--- src/rtl/alkso.sv ---
// alkso -- ALK shift-out capture and MUL/DIV iteration control.
//
// Captures the ALU and Q shifter bits that leave on a shift at the end of each
// microcycle. These become the ALUSO and LOOPF flags, which steer the A shift-in
// multiplexer on the next cycle. Also owns the iteration counter that ends
// multi-cycle MUL/DIV/DIVD/REM loops.
//
// Optional feature macro: ALKSO_STALL_EN
//   defined   : ucyc_en_h port present; ucyc_en_h=0 freezes all state.
//   undefined : port absent; every clk_h edge advances the microcycle.
//
// Ports
//   clk_h            in   microcycle clock, rising edge
//   reset_l          in   asynchronous active-low reset
//   ucyc_en_h        in   microcycle advance (ALKSO_STALL_EN builds only)
//   alu_shl_op_h     in   ALU op is a left shift
//   alu_shr_op_h     in   ALU op is a right shift
//   alu_sout_shl_h   in   ALU bit leaving on left shift (bit 31)
//   alu_sout_shr_h   in   ALU bit leaving on right shift (bit 0)
//   q_sout_shr_h     in   Q bit leaving on right shift (Q[0])
//   alpctl_*_l       in   active-low MUL/DIV/DIVD/REM step decodes
//   loop_ld_h        in   load the iteration counter
//   loop_cnt_in_h    in   iteration count to load (0 is treated as 1)
//   aluso_h          out  registered ALU shift-out flag
//   loopf_h          out  registered loop flag (multiplier bit)
//   loop_cnt_h       out  remaining iterations
//   loop_busy_h      out  counter is in RUN or LAST
//   loop_done_h      out  one-cycle pulse when the final iteration retires
module alkso #(
  parameter int LCNT_W = 6
) (
  input  logic              clk_h,
  input  logic              reset_l,
`ifdef ALKSO_STALL_EN
  input  logic              ucyc_en_h,
`endif
  input  logic              alu_shl_op_h,
  input  logic              alu_shr_op_h,
  input  logic              alu_sout_shl_h,
  input  logic              alu_sout_shr_h,
  input  logic              q_sout_shr_h,
  input  logic              alpctl_mul_l,
  input  logic              alpctl_div_l,
  input  logic              alpctl_divdbl_l,
  input  logic              alpctl_rem_l,
  input  logic              loop_ld_h,
  input  logic [LCNT_W-1:0] loop_cnt_in_h,
  output logic              aluso_h,
  output logic              loopf_h,
  output logic [LCNT_W-1:0] loop_cnt_h,
  output logic              loop_busy_h,
  output logic              loop_done_h
);

  typedef enum logic [1:0] {
    IDLE = 2'd0,
    RUN  = 2'd1,
    LAST = 2'd2
  } state_e;

  state_e            state_q;
  logic [LCNT_W-1:0] cnt_q;
  logic              aluso_q, aluso_d;
  logic              loopf_q, loopf_d;
  logic              done_q;
  logic              adv;
  logic              arith;
  logic [LCNT_W-1:0] ld_val;

`ifdef ALKSO_STALL_EN
  assign adv = ucyc_en_h;
`else
  assign adv = 1'b1;
`endif

  assign arith  = ~(alpctl_mul_l & alpctl_div_l & alpctl_divdbl_l & alpctl_rem_l);
  // A zero load still runs one iteration.
  assign ld_val = (loop_cnt_in_h == '0) ? LCNT_W'(1) : loop_cnt_in_h;

  // Left shift has priority when the ALU field somehow asserts both directions.
  always_comb begin
    aluso_d = aluso_q;
    if (alu_shl_op_h)      aluso_d = alu_sout_shl_h;
    else if (alu_shr_op_h) aluso_d = alu_sout_shr_h;
  end

  always_comb begin
    loopf_d = loopf_q;
    if (loop_ld_h)          loopf_d = 1'b0;
    else if (!alpctl_mul_l) loopf_d = q_sout_shr_h;
  end

  always_ff @(posedge clk_h or negedge reset_l) begin
    if (!reset_l) begin
      aluso_q <= 1'b0;
      loopf_q <= 1'b0;
    end else if (adv) begin
      aluso_q <= aluso_d;
      loopf_q <= loopf_d;
    end
  end

  // Iteration counter FSM. The counter value and state always agree:
  // RUN holds cnt>1, LAST holds cnt==1, IDLE holds cnt==0.
  always_ff @(posedge clk_h or negedge reset_l) begin
    if (!reset_l) begin
      state_q <= IDLE;
      cnt_q   <= '0;
      done_q  <= 1'b0;
    end else if (!adv) begin
      done_q  <= 1'b0;
    end else begin
      done_q <= 1'b0;
      if (loop_ld_h) begin
        cnt_q   <= ld_val;
        state_q <= (ld_val > LCNT_W'(1)) ? RUN : LAST;
      end else begin
        case (state_q)
          RUN: if (arith) begin
            cnt_q <= cnt_q - LCNT_W'(1);
            if (cnt_q == LCNT_W'(2)) state_q <= LAST;
          end
          LAST: if (arith) begin
            cnt_q   <= '0;
            state_q <= IDLE;
            done_q  <= 1'b1;
          end
          default: ;  // IDLE: arithmetic without a load never wraps the count
        endcase
      end
    end
  end

  assign aluso_h     = aluso_q;
  assign loopf_h     = loopf_q;
  assign loop_cnt_h  = cnt_q;
  assign loop_busy_h = (state_q != IDLE);
  assign loop_done_h = done_q;

endmodule
--- config.mk ---
export PLATFORM = sky130hd
export DESIGN_NAME = alkso
export DESIGN_NICKNAME = d
export VERILOG_FILES = /design/src/rtl/alkso.sv
export SDC_FILE = /design/constraint.sdc
export NUM_CORES = 1
export LEC_CHECK = 0
export BUFFER_PORTS_ARGS = -buffer_cell sky130_fd_sc_hd__buf_4
export CAP_MARGIN = 20
export CORE_MARGIN = 2
export CORE_UTILIZATION = 46
export CTS_BUF_LIST = sky130_fd_sc_hd__clkbuf_16
export DETAILED_ROUTE_END_ITERATION = 8
export HOLD_SLACK_MARGIN = 0.06
export PLACE_DENSITY = 0.77
export SYNTH_ARGS = -nofsm -noshare
export SYNTH_HDL_FRONTEND = slang
export SYNTH_SLANG_ARGS = --single-unit
--- constraint.sdc ---
create_clock -name clk_h -period 1.5 [get_ports clk_h]
set_input_delay 0.15 -clock clk_h [delete_from_list [all_inputs] [get_ports clk_h]]
set_output_delay 0.15 -clock clk_h [all_outputs]
set_load 0.05 [all_outputs]
# Word level (Yosys, flattened, before mapping)
# Cells that the tools add are included.
classes:
  add_sub_neg: 1
  order_cmp: 1
  eq_ne: 7
  mux: 18
  n_bitwise: 3
  reduce_logical: 6
op_table:
  columns: ["cell", "count"]
  rows:
  - ["6-bit 2-to-1 mux", 4]
  - ["6-bit case mux with 2 select lines", 1]
  - ["2-bit 2-to-1 mux", 5]
  - ["3-bit inequality test (second input constant)", 3]
  - ["1-bit 2-to-1 mux", 7]
  - ["6-bit by 2-bit equality test with 1-bit output (second input constant)", 1]
  - ["6-bit by 1-bit > comparator with 1-bit output (second input constant)", 1]
  - ["6-bit logical NOT", 1]
  - ["6-bit by 1-bit subtractor with 6-bit output (second input constant)", 1]
  - ["2-bit case mux with 2 select lines", 1]
  - ["4-bit AND reduction", 1]
  - ["2-bit nonzero test", 2]
  - ["1-bit AND", 3]
  - ["3-bit AND reduction", 1]
  - ["3-bit nonzero test", 1]
  - ["2-bit by 1-bit equality test with 1-bit output (second input constant)", 1]
  - ["2-bit equality test (second input constant)", 1]
  - ["2-bit by 1-bit inequality test with 1-bit output (second input constant)", 1]
word_totals:
  reg_bits: 11
  inputBits: 18
  out_inout_bits: 10
  elab_cells: 41

# Longest topological paths before layout
logic_depth:
  word_depth: 6
  mapped_depth: 6
  depth_no_buf: 6

# Least setup slack after synthesis
# Ideal clock, no wire load.
synth_timing:
  path_kind: "register -> register"
  startpoint: "register cnt_q[0], in the netlist loop_cnt_h[0]"
  endpoint: "register cnt_q[2], in the netlist loop_cnt_h[2]"
  setup_ns: 0.078
  arrival_time_ns: 1.585
  t_required_ns: 1.422
  slack_ns: -0.163
  path_stages_with_launch: 7
  path_buffers: 0
  synth_period_minus_slack_ns: 1.663
  cell_sequence: "dfrtp_1 inv_1 ha_1 or3b_1 o21ai_0 a211oi_1 a21oi_1"
synth_between:
  elab_chain_cells: 4
synth_rtl:
  columns: ["item", "line", "text"]
  rows:
  - ["start: declaration", "62", "logic [LCNT_W-1:0] cnt_q;"]
  - ["start signal: assignment", "115", "cnt_q <= ld_val;"]
  - ["start signal: assignment", "120", "cnt_q <= cnt_q - LCNT_W'(1);"]
  - ["6-bit by 1-bit subtractor with 6-bit output", "120", null]
  - ["6-bit 2-to-1 mux", "119", "RUN: if (arith) begin"]
  - ["6-bit case mux with 2 select lines", "118", "case (state_q)"]
  - ["6-bit 2-to-1 mux", "114", "if (loop_ld_h) begin"]
# No other way between the ends. The select of a mux whose other input is x is not followed.
# A chain may end at the register's enable or synchronous reset.

# Worst setup path in the final report
layout_timing:
  startpoint: "register state_q[1]"
  endpoint: "output port loop_busy_h"
layout_between:
  elab_chain_cells: 1
layout_rtl:
  columns: ["item", "line", "text"]
  rows:
  - ["start: declaration", "61", "state_e state_q;"]
  - ["start signal: assignment", "116", "state_q <= (ld_val > LCNT_W'(1)) ? RUN : LAST;"]
  - ["2-bit nonzero test", "137", "assign loop_busy_h = (state_q != IDLE);"]
  - ["end: declaration", "51", "output logic loop_busy_h,"]
# No other way between the ends.

==> metrics.cfg <==
[yosys]
synth_seq_cells = 11
synth_area_um2 = 704
synth.net_count = 90
ys_warn_count = 0
synth_area_per_cell_um2 = 10.1
synth_cells = 70
synthDistinctLibCells = 34
ys_seq_area_frac = 0.391

[clock_network]
cts_setup_buffers = 0
cts_tree = done
ctsRootBufferMaster = clkbuf_16
clockBufferDepth = 2
clock_latency_ns = 0.24
clk_pin_slew_worst_paths_ns = 0.04
clock_sinks = 11
cts_max_level = 1
cts_buffers = 3

[placement]
dpl.hpwl_mm = 1.26
preCtsSetupSlack_ns = 0.0292
placed_area_um2 = 917
place_congestion = 0.840
port-buffer-count = 27

[sta]
min_period_over_period = 0.976
clock.fmax_ghz = 0.683
finalSetupViolCount = 0
rsz0062_at_grt = false
fin_crit_ns = 1.46
fin_worst_skew_ns = 0.00133
fin_ws_ns = 0.0367
hold_ws_ns = 0.119
slew_violations = 0
max_slew_margin = 0.760
finalHoldViolations = 0
worst_slew_pin_slew_ns = 0.356

[global_route]
grt_max_degree = 20
track_usage = 0.220
gr-total-overflow = 0
grt_pass1_vias = 670
antenna_found_initial = 0
grt_pass1_wl_mm = 3.03

[cells_and_area]
multiInputGateArea_um2 = 395
layout_commonest_cell = buf_4
nFillCells = 119
diodes = 0
syn_to_final_growth_pct = 45.8
final_nets = 121
final_cell_mix = buf_4, dfrtp_2, nand2_1, dfrtp_1, o22ai_1
layout-drive-gt1-share = 0.490
seqCellArea_um2 = 283
design_area_um2 = 1030

[pwr]
p_total_mw = 1.30
peakVddDrop_uv = 957
power_per_cell_area_nw_per_um2 = 1260
leakage_nw = 0.484

[floorplanning]
die_area_um2 = 1860
initial_core_util = 0.479
die_y_um = 43.1
ios = 28
core_um2 = 1470
die_x_um = 43.1
std_cell_rows = 14

[critical_path]
startpoint_type = register
crit_path_cell_trace = buf_4 -> or2_2 -> buf_4
critPathBufInv = 2
slowest_stage = dfrtp_2
worstPathMaxFanout = 5
cp_top_family = flip-flops
end_kind = output pin
timing.critical_path.mode_cell = buf_4
arrival_ns = 1.31
criticalPathCategory = register to output pin
critPathMaxStageDelay_ns = 0.44
crit_required_ns = 1.35

[drt]
vias_per_cell = 5.86
avgRoutedWirePerCell_um = 15.1
wl_mm = 1.75
drc = 0
num_vias = 680
first_iter_violations = 6
firstDrtPassIters = 4
ant_nets = 0

[status]
outcome = finished, final reports clean

[worst_hold_path]
hp-class = primary input to register

[run]
maxCapViolCount = 0

logic make-up after synthesis:
group | Yosys count | share of synthesized area
adder cells (fa/ha/maj) | 2 | 0.0355
XOR/XNOR | 1 | 0.0231
flip-flops | 11 | 0.391
multiplexers | 3 | 0.0426
AO/OA/AOI/OAI | 19 | 0.190
buffers and inverters | 9 | 0.0746
AND/OR/NAND/NOR | 25 | 0.243
flip-flops by register name, indices dropped and copies added, names as in the netlist:
register / cells
loop_cnt_h: 6
state_q: 2
aluso_h: 1
loop_done_h: 1
loopf_h: 1
worst register-to-register path: cells and delay by family (launching register included):
kind             cells  cell delay (ns)
flip-flops           1             0.44
AO/OA/AOI/OAI        2             0.43
AND/OR/NAND/NOR      1             0.23
XOR/XNOR             1             0.20
final timing paths:
check | slack, ns | end | from | depth (start not counted)
max | 0.04 | loop_busy_h | state_q[1]$_DFFE_PN0P_ | 3
min | 0.12 | aluso_h$_DFFE_PN0P_ | alu_shl_op_h | 2
max reg2reg | 0.08 | loop_cnt_h[4]$_DFFE_PN0P_ | state_q[1]$_DFFE_PN0P_ | 4
min reg2reg | 0.53 | loopf_h$_DFFE_PN0P_ | loopf_h$_DFFE_PN0P_ | 2
max in group asynchronous | 1.05 | loop_cnt_h[0]$_DFFE_PN0P_ | reset_l | 2
min in group asynchronous | 0.28 | loop_done_h$_DFF_PN0_ | reset_l | 2
stage by stage:
step           cells  setup TNS [ns]   util
6_report         116               0  0.698
5_1_grt          116               0  0.698
4_1_cts          116               0  0.684
3_5_place_dp     111               0  0.623
3_3_place_gp     111               0  0.623
2_1_floorplan     70         -0.0330      -
timing repair:
action	CTS	global route
setup endpoints to repair	0	5
gates resized for setup	0	7
hold buffers	1	0
hold endpoints to repair	11	0
area by class of cell:
type | count | share of cell area
clock buffer | 3 | 0.0731
tap | 16 | 0.0195
clock inverter | 1 | 0.00365
timing repair buffer | 31 | 0.229
inverter | 4 | 0.0146
multi-input combinational | 50 | 0.385
sequential | 11 | 0.275
power breakdown:
part	leakage, nW	switching [mW]	internal, mW
Sequential	0.128	0.0559	0.339
Clock	0.0423	0.132	0.350
Combinational	0.315	0.246	0.176
synth_stat cells, drive strengths merged:
cell type,instances,area (um2)
o21a,1,7.51
or3,2,12.5
a21o,1,7.51
and4,1,8.76
and4b,1,10.0
nand2,5,18.8
inv,4,15.0
dfrtp,11,275
or2,1,6.26
nand2b,1,8.76
and4bb,1,12.5
o311ai,2,17.5
nor3,4,25.0
a21oi,2,10.0
xor2,1,16.3
a221o,3,30.0
nor4b,2,17.5
or4,1,7.51
a211oi,1,7.51
a31o,1,8.76
and3,1,6.26
or3b,1,8.76
nor3b,1,7.51
nor2b,1,13.8
clkbuf,1,3.75
ha,2,25.0
o21ai,4,20.0
o22ai,4,25.0
mux2i,3,30.0
buf,4,33.8
nor2,2,7.51
metal layers:
| layer | global-route usage | part of all wire |
|---|---|---|
| met5 | 0 | 0 |
| met1 | 0.286 | 0.43 |
| met2 | 0.349 | 0.50 |
| met4 | 0.109 | 0.022 |
| met3 | 0.0383 | 0.054 |
Power figures use the tool's default switching activity.
